<file path="src/rtl/morph_pkg.sv">
// rtl/morph_pkg.sv - shared constants for the 3x3 binary morphology block
package morph_pkg;

    localparam logic MODE_ERODE  = 1'b0;
    localparam logic MODE_DILATE = 1'b1;

    localparam int DEF_IMG_W = 640;
    localparam int DEF_IMG_H = 480;
    localparam int DEF_COL_W = 10;
    localparam int DEF_ROW_W = 9;

endpackage

</file>
<file path="src/rtl/dpram1.sv">
// rtl/dpram1.sv - simple dual-port RAM, one write port, registered read port
module dpram1 #(
    parameter int WIDTH = 1,
    parameter int DEPTH = 10
) (
    input  logic             clock,
    input  logic             wren,
    input  logic [DEPTH-1:0] wraddress,
    input  logic [WIDTH-1:0] data,
    input  logic [DEPTH-1:0] rdaddress,
    output logic [WIDTH-1:0] q
);

    logic [WIDTH-1:0] mem [0:(2**DEPTH)-1];

    // Write when enabled; read is registered and returns old data on a same-address collision.
    always_ff @(posedge clock) begin
        if (wren) begin
            mem[wraddress] <= data;
        end
        q <= mem[rdaddress];
    end

endmodule

</file>
<file path="src/rtl/bin_morph3x3.sv">
// rtl/bin_morph3x3.sv - streaming 3x3 binary erode/dilate with two line buffers
module bin_morph3x3
    import morph_pkg::*;
#(
    parameter int IMG_W = DEF_IMG_W,
    parameter int IMG_H = DEF_IMG_H,
    parameter int COL_W = DEF_COL_W,
    parameter int ROW_W = DEF_ROW_W
) (
    input  logic clock,
    input  logic rst_n,
    input  logic i_valid,
    input  logic i_pixel,
    input  logic i_sof,
    input  logic i_mode,
    output logic o_valid,
    output logic o_pixel,
    output logic o_sof,
    output logic o_eol,
    output logic o_eof
);

    localparam logic [COL_W-1:0] COL_LAST = COL_W'(IMG_W - 1);
    localparam logic [ROW_W-1:0] ROW_LAST = ROW_W'(IMG_H - 1);
    localparam logic [COL_W-1:0] COL_TWO  = COL_W'(2);
    localparam logic [ROW_W-1:0] ROW_TWO  = ROW_W'(2);
    localparam logic [COL_W-1:0] COL_ONE  = COL_W'(1);
    localparam logic [ROW_W-1:0] ROW_ONE  = ROW_W'(1);

    logic [COL_W-1:0] col, pix_col, s1_col;
    logic [ROW_W-1:0] row, pix_row, s1_row;
    logic             mode, pix_mode;
    logic             s1_valid, s1_pixel, s1_mode;
    logic             lb0_q, lb1_q;
    logic [2:0]       win_l, win_m, win_r;
    logic             s2_valid, s2_ok, s2_sof, s2_eol, s2_eof, s2_mode;
    logic             gate, result;

    // Position and mode of the pixel on the input this cycle; i_sof restarts at (0,0).
    always_comb begin
        pix_col  = i_sof ? '0 : col;
        pix_row  = i_sof ? '0 : row;
        pix_mode = i_sof ? i_mode : mode;
    end

    // Raster counters and frame mode advance only on accepted pixels.
    always_ff @(posedge clock or negedge rst_n) begin
        if (!rst_n) begin
            col  <= '0;
            row  <= '0;
            mode <= MODE_ERODE;
        end else if (i_valid) begin
            mode <= pix_mode;
            if (pix_col == COL_LAST) begin
                col <= '0;
                row <= (pix_row == ROW_LAST) ? '0 : pix_row + ROW_ONE;
            end else begin
                col <= pix_col + COL_ONE;
                row <= pix_row;
            end
        end
    end

    // Stage 1: capture the accepted pixel with its position; mode travels with it so a
    // new frame never changes the operator on the previous frame's tail.
    always_ff @(posedge clock or negedge rst_n) begin
        if (!rst_n) begin
            s1_valid <= 1'b0;
            s1_pixel <= 1'b0;
            s1_col   <= '0;
            s1_row   <= '0;
            s1_mode  <= MODE_ERODE;
        end else begin
            s1_valid <= i_valid;
            if (i_valid) begin
                s1_pixel <= i_pixel;
                s1_col   <= pix_col;
                s1_row   <= pix_row;
                s1_mode  <= pix_mode;
            end
        end
    end

    // lb0 holds the previous row, lb1 the one before; the write trails the read by a cycle.
    dpram1 #(.WIDTH(1), .DEPTH(COL_W)) lb0 (
        .clock     (clock),
        .wren      (s1_valid),
        .wraddress (s1_col),
        .data      (s1_pixel),
        .rdaddress (pix_col),
        .q         (lb0_q)
    );

    dpram1 #(.WIDTH(1), .DEPTH(COL_W)) lb1 (
        .clock     (clock),
        .wren      (s1_valid),
        .wraddress (s1_col),
        .data      (lb0_q),
        .rdaddress (pix_col),
        .q         (lb1_q)
    );

    // Stage 2: shift the new column into the window and derive position flags.
    always_ff @(posedge clock or negedge rst_n) begin
        if (!rst_n) begin
            s2_valid <= 1'b0;
            s2_ok    <= 1'b0;
            s2_sof   <= 1'b0;
            s2_eol   <= 1'b0;
            s2_eof   <= 1'b0;
            s2_mode  <= MODE_ERODE;
            win_l    <= '0;
            win_m    <= '0;
            win_r    <= '0;
        end else begin
            s2_valid <= s1_valid;
            if (s1_valid) begin
                win_l   <= win_m;
                win_m   <= win_r;
                win_r   <= {lb1_q, lb0_q, s1_pixel};
                s2_ok   <= (s1_row >= ROW_TWO) && (s1_col >= COL_TWO);
                s2_sof  <= (s1_row == ROW_TWO) && (s1_col == COL_TWO);
                s2_eol  <= (s1_col == COL_LAST);
                s2_eof  <= (s1_row == ROW_LAST) && (s1_col == COL_LAST);
                s2_mode <= s1_mode;
            end
        end
    end

    // Only interior centres are emitted; everything else is suppressed to zero.
    always_comb begin
        gate   = s2_valid & s2_ok;
        result = (s2_mode == MODE_DILATE) ? |{win_l, win_m, win_r} : &{win_l, win_m, win_r};
    end

    // Stage 3: registered result and single-cycle strobes.
    always_ff @(posedge clock or negedge rst_n) begin
        if (!rst_n) begin
            o_valid <= 1'b0;
            o_pixel <= 1'b0;
            o_sof   <= 1'b0;
            o_eol   <= 1'b0;
            o_eof   <= 1'b0;
        end else begin
            o_valid <= gate;
            o_pixel <= gate & result;
            o_sof   <= gate & s2_sof;
            o_eol   <= gate & s2_eol;
            o_eof   <= gate & s2_eof;
        end
    end

endmodule

</file>
<file path="config.mk">
export PLATFORM = sky130hd
export DESIGN_NAME = bin_morph3x3
export DESIGN_NICKNAME = d
export VERILOG_FILES = /design/src/rtl/morph_pkg.sv /design/src/rtl/dpram1.sv /design/src/rtl/bin_morph3x3.sv
export SDC_FILE = /design/constraint.sdc
export NUM_CORES = 2
export LEC_CHECK = 0
export CORE_ASPECT_RATIO = 0.8
export CORE_MARGIN = 2
export CORE_UTILIZATION = 65
export DETAILED_ROUTE_END_ITERATION = 16
export PLACE_DENSITY = 0.83
export SETUP_SLACK_MARGIN = 0.05
export SLEW_MARGIN = 25
export SYNTH_ARGS = -nofsm -noshare
export SYNTH_HDL_FRONTEND = slang
export SYNTH_HIERARCHICAL = 1
export SYNTH_SLANG_ARGS = --single-unit
export TNS_END_PERCENT = 20
</file>
<file path="constraint.sdc">
create_clock -name clock -period 35.9 [get_ports clock]
set_clock_uncertainty 0.1 [all_clocks]
set_input_delay 5.385 -clock clock [delete_from_list [all_inputs] [get_ports clock]]
set_output_delay 5.385 -clock clock [all_outputs]
set_load 0.005 [all_outputs]
</file>
==> impl_results.md <==
* Status: finished clean
* Syn Inst Count at 6493
* Row Count at 123
* Iteration-0 DRC Markers at 11100
* P&R area growth vs syn at 7.81%
* Total GRT Usage at 34.3%
* Antenna violations before repair at 5
* # DRC at 0
* Worst slew margin at 19.7%
* CP Launch Type: input pin
* Final Cycle Share at 31.0%
* Main synth FF type: edfxtp_1
* Syn_nets at 6501
* H-tree depth at 4
* VDD IR-drop max at 0.0573 mV
* Unrepaired setup endpoints after global routing: false
* Placeable Area at 141000 µm²
* IO Count at 11
* DR vias at 58300
* Met2 WL post-DR at 112000 µm
* Clock buffer count from CTS at 195
* Maxcap violations at 0
* Number of global-route vias before repair at 57100
* DR top layer: met5
* Vias/cell at 7.07
* WP data arrival at 11720 ps
* Routed Antenna Nets at 0
* IO Port Bufs at 10
* First-pass iteration count of the detailed router at 9
* Largest net degree at the start of global routing at 326
* Met3 wire len at 43200 µm
* Maximum clock rate at 0.0899 GHz
* Worst-Margin Slew at 1200 ps
* Leak at 29.0 nW
* Ys async rst share at 2.89%
* Chip Height at 341 µm
* Required time of the critical path at 36490 ps
* First-pass GRT wire length at 362000 µm
* Post-CTS resize count at 0
* Hold buffers post-CTS at 0
* Share of cells above drive strength 1 at 15.3%
* Sequential area share after synthesis at 68.4%
* Crit path kind: in -> reg
* Final Hold Vio Count at 0
* Die area at 145000 µm²
* Placed cell count at 7880
* Clock tree buffer depth at 3
* Max-slew violations at 0
* Initial Utilization at 65.6%
* Remaining Overflow, GRT at 0
* Setup tns final at 0 ps
* Hpwl dp at 125000 µm
* # clock sinks at 2111
* TritonCTS clock tree: built
* Worst skew pair latency at 850 ps
* Most frequent cells in the layout: nor2_1 (2080), edfxtp_1 (2048), mux4_2 (400)
* Finished Layout Cells at 8244
* Cell Area, Synth at 92200 µm²
* CP Max Fanout at 105
* Final nets at 6215
* Die X at 425 µm
* Hold Crit Class: reg -> reg
* Setup Viol. Count Final at 0
* Period minus WS final at 11120 ps
* Setup repair bufs after CTS at 0
* Mean area per synthesized cell at 14.2 µm²
* GPL Wtd Cong at 0.860
* Routed WL at 249000 µm
* Met1 WL at 81500 µm
* Commonest non-fill, non-tap cell in the layout: nor2_1
* Yosys warns at 6
* Clock Pin Slew Worst Setup and Hold Paths at 60 ps
* Clk root buf: clkbuf_16
* PD cells at 52.7 nW/µm²
* Synth Register Bits at 2111
* Routed WL per cell at 30.2 µm
* Post-synth EDFFs at 2048
* CP Capture Type: register
* Distinct cell type count after synthesis at 73
## flip-flops by register name, summed over array words and instances (netlist names), 3 cells and up
register,cells
lb1/mem,1024
s1_row,9
s1_col,10
win_m,3
col,10
win_r,3
row,9
win_l,3
lb0/mem,1024
## cell type report
class / count / area (µm²)
inverters: 26 / 97.6
flip-flops and latches: 2111 / 63100
multi-input cells: 3736 / 26700
clock inverters: 107 / 717
fillers: 8292 / 41200
repair buffers: 137 / 1240
clock buffers: 249 / 5250
diodes: 3 / 7.51
well taps: 1875 / 2350
## worst max-delay path: stages
cell             delay, ps
clkdlybuf4s50_1        390
buf_4                  260
nor2b_4                170
buf_4                  540
buf_4                  810
buf_12                 680
buf_4                  880
mux4_1                 670
mux4_2                 470
nand2b_1               160
a311oi_1               400
nor3_1                 140
nor4_1                 300
o2111ai_1              130
## path summary, 6_finish.rpt
check                           startpoint        end  slack [ps]  depth (start not counted)
worst max-delay path                 i_sof      lb1/q       24780                         14
worst min-delay path                s2_eol      o_eol         410                          2
worst max register to register      col[0]      lb1/q       29610                         12
worst min register to register      s2_eol      o_eol         410                          2
max in group asynchronous            rst_n   s1_valid       30510                          2
min in group asynchronous            rst_n  s1_col[9]        4620                          2
## cells by family (layout without fill, tap and decap cells)
family | after synthesis | after routing | synth area share [%]
and+or+nand+nor | 2616 | 2616 | 11.5
DFF | 2111 | 2111 | 68.4
muxes | 711 | 711 | 13.7
buffers and inverters | 646 | 519 | 3.33
AOI/OAI and AO/OA | 407 | 407 | 3.10
adders and majority gates | 2 | 2 | 0.0271
other | 0 | 3 | 0
## stage by stage
step           area, µm²  power (mW)  utilization (%)  hold WS (ps)  setup WS (ps)
2_1_floorplan      92200        3.33                -           339          20240
6_report           99500        5.24             70.7           410          24780
4_1_cts            99100        5.22             70.5           405          24880
3_3_place_gp       93100        3.28             66.2           379          23980
3_5_place_dp       93200        3.30             66.2           402          24040
5_1_grt            99400        5.35             70.7           427          24380
## cell usage after synthesis, types with 33 or more instances
cell type	number	area, µm²
a21oi_1	83	415
a22oi_1	35	263
buf_1	114	428
buf_2	46	230
buf_6	37	417
clkbuf_1	377	1420
dfrtp_1	61	1530
edfxtp_1	2048	61500
mux2_2	33	372
mux2i_1	250	2500
mux4_2	400	9010
nand2_1	190	713
nand3_1	85	425
nor2_1	2084	7820
nor3_1	78	390
o21ai_0	36	180
o221ai_1	100	876
o22ai_1	58	363
## per-layer routing
layer / vias to the layer above / GRT usage [%]
met5: - / 0.752
met1: 28700 / 46.7
met4: 6 / 15.4
met3: 990 / 11.8
met2: 5236 / 50.7
li1: 23400 / -
## power breakdown
group | total (mW) | internal (mW) | switching [mW]
sequential | 2.86 | 2.83 | 0.0219
combinational | 0.413 | 0.127 | 0.286
clock | 1.97 | 1.08 | 0.891
No activity file was read; power rests on OpenSTA's default activity.
